**src/rtl/print_pkg.sv**
```systemverilog
// Token types shared by the matrix print sequencer and the ASCII packer.
// The packer decodes these same codes from its input handshake.
package print_pkg;

    typedef logic [1:0] tok_type_t;

    localparam tok_type_t TOK_NUMBER  = 2'd0;
    localparam tok_type_t TOK_SPACE   = 2'd1;
    localparam tok_type_t TOK_NEWLINE = 2'd2;
    localparam tok_type_t TOK_CHAR    = 2'd3;

endpackage

```
**src/rtl/matrix_print_sequencer.sv**
```systemverilog
// Walks a row-major matrix in RAM and emits number/space/newline tokens.
// Every output is a register loaded from the next-state logic below.
module matrix_print_sequencer
    import print_pkg::*;
#(
    parameter int DATA_WIDTH = 32,
    parameter int ADDR_WIDTH = 14,
    parameter int DIM_WIDTH  = 4
) (
    input  logic                  clk,
    input  logic                  rst_n,
    input  logic                  start,
    input  logic [ADDR_WIDTH-1:0] base_addr,
    input  logic [DIM_WIDTH-1:0]  rows,
    input  logic [DIM_WIDTH-1:0]  cols,
    output logic                  mem_rd_en,
    output logic [ADDR_WIDTH-1:0] mem_addr,
    input  logic [DATA_WIDTH-1:0] mem_rd_data,
    output logic [31:0]           tok_data,
    output tok_type_t             tok_type,
    output logic                  tok_valid,
    input  logic                  tok_ready,
    output logic                  busy,
    output logic                  done
);

    typedef enum logic [2:0] {
        IDLE,
        READ,
        WAIT,
        EMIT_NUM,
        EMIT_SEP,
        FINISH
    } state_t;

    localparam logic [DIM_WIDTH-1:0]  DIM_ONE  = 1;
    localparam logic [ADDR_WIDTH-1:0] ADDR_ONE = 1;

    state_t                state, state_d;
    logic [ADDR_WIDTH-1:0] ptr, ptr_d;
    logic [DIM_WIDTH-1:0]  row, row_d, col, col_d;
    logic [DIM_WIDTH-1:0]  rows_q, rows_d, cols_q, cols_d;
    logic                  mem_rd_en_d, tok_valid_d, busy_d, done_d;
    logic [ADDR_WIDTH-1:0] mem_addr_d;
    logic [31:0]           tok_data_d;
    tok_type_t             tok_type_d;
    logic                  last_col, last_row, xfer;

    assign last_col = (col == cols_q - DIM_ONE);
    assign last_row = (row == rows_q - DIM_ONE);
    assign xfer     = tok_valid && tok_ready;

    always_comb begin
        state_d     = state;
        ptr_d       = ptr;
        row_d       = row;
        col_d       = col;
        rows_d      = rows_q;
        cols_d      = cols_q;
        mem_rd_en_d = 1'b0;
        mem_addr_d  = mem_addr;
        tok_data_d  = tok_data;
        tok_type_d  = tok_type;
        tok_valid_d = tok_valid;
        done_d      = 1'b0;
        unique case (state)
            IDLE: begin
                if (start) begin
                    rows_d = rows;
                    cols_d = cols;
                    row_d  = '0;
                    col_d  = '0;
                    ptr_d  = base_addr;
                    if (rows == '0 || cols == '0) begin
                        state_d = FINISH;
                        done_d  = 1'b1;
                    end else begin
                        state_d     = READ;
                        mem_rd_en_d = 1'b1;
                        mem_addr_d  = base_addr;
                    end
                end
            end
            READ: state_d = WAIT;
            WAIT: begin
                tok_data_d  = 32'(mem_rd_data);
                tok_type_d  = TOK_NUMBER;
                tok_valid_d = 1'b1;
                state_d     = EMIT_NUM;
            end
            EMIT_NUM: begin
                if (xfer) begin
                    tok_data_d = '0;
                    tok_type_d = last_col ? TOK_NEWLINE : TOK_SPACE;
                    state_d    = EMIT_SEP;
                end
            end
            EMIT_SEP: begin
                if (xfer) begin
                    tok_valid_d = 1'b0;
                    tok_type_d  = TOK_NUMBER;
                    ptr_d       = ptr + ADDR_ONE;
                    if (last_col && last_row) begin
                        col_d   = '0;
                        state_d = FINISH;
                        done_d  = 1'b1;
                    end else begin
                        // Row advance only happens on the last column.
                        if (last_col) begin
                            col_d = '0;
                            row_d = row + DIM_ONE;
                        end else begin
                            col_d = col + DIM_ONE;
                        end
                        state_d     = READ;
                        mem_rd_en_d = 1'b1;
                        mem_addr_d  = ptr + ADDR_ONE;
                    end
                end
            end
            FINISH: state_d = IDLE;
            default: state_d = IDLE;
        endcase
        busy_d = (state_d != IDLE);
    end

    always_ff @(posedge clk or negedge rst_n) begin
        if (!rst_n) begin
            state     <= IDLE;
            ptr       <= '0;
            row       <= '0;
            col       <= '0;
            rows_q    <= '0;
            cols_q    <= '0;
            mem_rd_en <= 1'b0;
            mem_addr  <= '0;
            tok_data  <= '0;
            tok_type  <= TOK_NUMBER;
            tok_valid <= 1'b0;
            busy      <= 1'b0;
            done      <= 1'b0;
        end else begin
            state     <= state_d;
            ptr       <= ptr_d;
            row       <= row_d;
            col       <= col_d;
            rows_q    <= rows_d;
            cols_q    <= cols_d;
            mem_rd_en <= mem_rd_en_d;
            mem_addr  <= mem_addr_d;
            tok_data  <= tok_data_d;
            tok_type  <= tok_type_d;
            tok_valid <= tok_valid_d;
            busy      <= busy_d;
            done      <= done_d;
        end
    end

endmodule

```
**config.mk**
```make
export PLATFORM = sky130hd
export DESIGN_NAME = matrix_print_sequencer
export DESIGN_NICKNAME = d
export VERILOG_FILES = /design/src/rtl/print_pkg.sv /design/src/rtl/matrix_print_sequencer.sv
export SDC_FILE = /design/constraint.sdc
export NUM_CORES = 1
export LEC_CHECK = 0
export ABC_AREA = 1
export CORE_ASPECT_RATIO = 1.5
export CORE_UTILIZATION = 45
export DETAILED_ROUTE_END_ITERATION = 16
export PLACE_DENSITY = 0.75
export SYNTH_ARGS = -nofsm -noshare
export SYNTH_HDL_FRONTEND = slang
export SYNTH_SLANG_ARGS = --single-unit
```
**constraint.sdc**
```tcl
create_clock -name clk -period 2.1 [get_ports clk]
set_input_delay 0.315 -clock clk [delete_from_list [all_inputs] [get_ports clk]]
set_output_delay 0.315 -clock clk [all_outputs]
set_load 0.05 [all_outputs]
```
==> reports/metrics.cfg <==
[status]
outcome = complete, no violations

[timing]
rsz0062_at_grt = false
min_period_over_period_pct = 93.6
setup_tns_ns = 0
finalSetupViolCount = 0
worstMarginPinSlew_ns = 0.545
fmax_mhz = 509
maxSlewViolCount = 0
hold_violations = 0
slew_headroom_pct = 63.5
fin_crit_ns = 1.96
worst_hold_slack_ns = 0.472
skew_ns = 0.00619

[yosys]
yosysMostFrequentCell = nand2_1
synth_edf_count = 0
mappedNetlistArea_um2 = 4120
synth_nets = 529
syn_avg_cell_area_um2 = 8.84
ys_types = 35
synth_flop_cell = dfrtp_1
ys_seq_elements = 85
synth_seq_area_share_pct = 51.6
yosysWarnings = 0
synth_top_area_share_pct = 51.6
syn_inst = 466
yosysTopAreaCell = dfrtp_1
yosys-top-cells-count = 134 x nand2_1, 85 x dfrtp_1, 42 x inv_1
async_flop_share_pct = 100
synthTopCellsByArea = dfrtp_1 52%, nand2_1 12%, a22o_1 6.8%

[die]
initial_utilization_pct = 46.4
fp.dieH_um = 119
rows = 42
core_area_um2 = 8880
die_area_um2 = 9550
ios = 110
die_x_um = 80.1

[clocking]
clkSinkCount = 85
htreeDepth = 3
cts_buffers = 9
cts.path.max_buffers = 2
cts_tree = yes
postCtsSetupRepairBufs = 0
cts-root-buf = clkbuf_16
path_clk_slew_ns = 0.06
clock_latency_ns = 0.33

[grt]
met3_usage_pct = 6.90
grt_use_met1_pct = 26.8
grt_pass1_vias = 3583
grt_pass1_wl_mm = 16.2
grt_max_degree = 51
grt_usage_pct = 22.0
grt-busiest-layer = met2
grt-ovfl-total = 0
antenna_found_initial = 0
met2_usage_pct = 35.4

[setup_path]
worst_ep_required_time_ns = 2.36
reg2regPathDepth = 13
critical_path.max_fanout = 12
cp-start-kind = flop
worst-setup-path-type = reg -> reg
endpoint_kind = flop
arrival_ns = 2.23

[route]
drc_errors = 0
routed_wl_mm = 9.29
num_vias = 3504
ant_nets = 0
drt-initial-drc-count = 143
routedWlPerCell_um = 13.4
viasPerCell = 5.05
drt_pass1_iterations = 6

[placed_design]
place_area_um2 = 5340
dp_hpwl_mm = 6.91
portBuffers = 109
finalWeightedCongestion = 0.848

[power]
ir_drop_mv = 1.08
p_leak_nw = 2.69
total_power_mw = 9.57
p_per_area_nw_per_um2 = 1690

[job]
cap_violations = 0

[final_layout]
fin_util_pct = 63.9
nets = 644
antenna_cells = 0
design_area_um2 = 5680
syn_to_final_growth_pct = 37.8
drive_gt1_share_pct = 11.3

[worst_hold_path]
hold_class = in -> async

-- report_power, final --
part           internal, mW  total (mW)  switching, mW
combinational          1.84        5.03           3.19
clock                  1.06        1.67          0.612
sequential             2.34        2.87          0.529
-- flip-flops by register name, summed over array words and instances (netlist names) --
register	flops
busy	1
mem_addr	14
mem_rd_en	1
state	3
done	1
col	4
tok_valid	1
row	4
rows_q	4
tok_data	32
ptr	14
tok_type	2
cols_q	4
-- final timing paths --
check / start / end / slack [ns]
worst min register to register: mem_addr[8] / mem_addr[8] / 0.47
max in group asynchronous: rst_n / done / 1.01
worst min-delay path: rst_n / tok_data[12] / 0.47
worst max register to register: cols_q[0] / mem_addr[5] / 0.14
worst max-delay path: cols_q[0] / mem_addr[5] / 0.14
min in group clk: mem_addr[8] / mem_addr[8] / 0.47
-- area by class of cell --
| type | count | area [um^2] |
|---|---|---|
| Clock buffer | 10 | 239 |
| Clock inverter | 4 | 73.8 |
| Fill cell | 764 | 3200 |
| Inverter | 54 | 206 |
| Multi-Input combinational cell | 312 | 1680 |
| Sequential cell | 85 | 2130 |
| Tap cell | 110 | 138 |
| Timing Repair Buffer | 119 | 1220 |
-- layer usage --
layer	vias to the layer above	part of all wire, %
met3	23	6.4
met5	-	0
met1	1623	42
met2	116	49
li1	1742	-
met4	0	2.9
-- kinds of logic (layout without fill, tap and decap cells) --
group                      Yosys count  in the layout  share of synthesized area, %
and+or+nand+nor                    212            212                          22.4
DFF                                 85             85                          51.6
AOI/OAI and AO/OA                   83             83                          13.9
buffers and inverters               69            187                          7.96
xor gates and xnor gates            10             10                          2.13
adders and majority gates            5              5                          1.52
muxes                                2              2                         0.486
-- stage by stage --
stage / std cells / setup WS, ns
6_report: 694 / 0.135
5_1_grt: 694 / 0.00279
4_1_cts: 694 / 0.105
3_5_place_dp: 679 / 0.129
3_3_place_gp: 679 / 0.153
2_1_floorplan: 466 / 0.426
-- worst max-delay path, cell delays in order, from the launching register on --
cell and delay [ns]:
dfrtp_1 0.41, inv_2 0.07, ha_1 0.30, inv_1 0.04
nand2_1 0.05, nand2_1 0.07, nor2_2 0.09, nand3_2 0.08
nor2_4 0.17, nand3_2 0.16, nand2_8 0.16, buf_12 0.16
nand2_2 0.06, o21ai_2 0.05
-- layout by cell type (no fill, tap or decap), types with 2 or more instances in the layout --
cell type / count
a21oi_1: 5
a22o_1: 32
buf_12: 4
buf_4: 6
bufinv_16: 2
clkbuf_16: 9
clkdlybuf4s50_1: 108
clkinv_2: 2
dfrtp_1: 85
ha_1: 5
inv_1: 42
inv_2: 10
mux2i_1: 2
nand2_1: 134
nand2_2: 12
nand3_1: 23
nand3_2: 3
nand4_1: 6
nor2_1: 24
nor2_2: 4
nor2_4: 2
nor3_1: 2
o21ai_0: 28
o21ai_1: 6
o21ai_2: 7
xnor2_1: 3
xor2_1: 7
-- what timing repair did --
item / in CTS / in global routing
endpoints found under the hold margin: 35 / 0
hold buffers: 1 / 0
gates resized for setup: 0 / 2
endpoints found under the setup margin: 0 / 12
No activity file was read; power rests on OpenSTA's default activity.
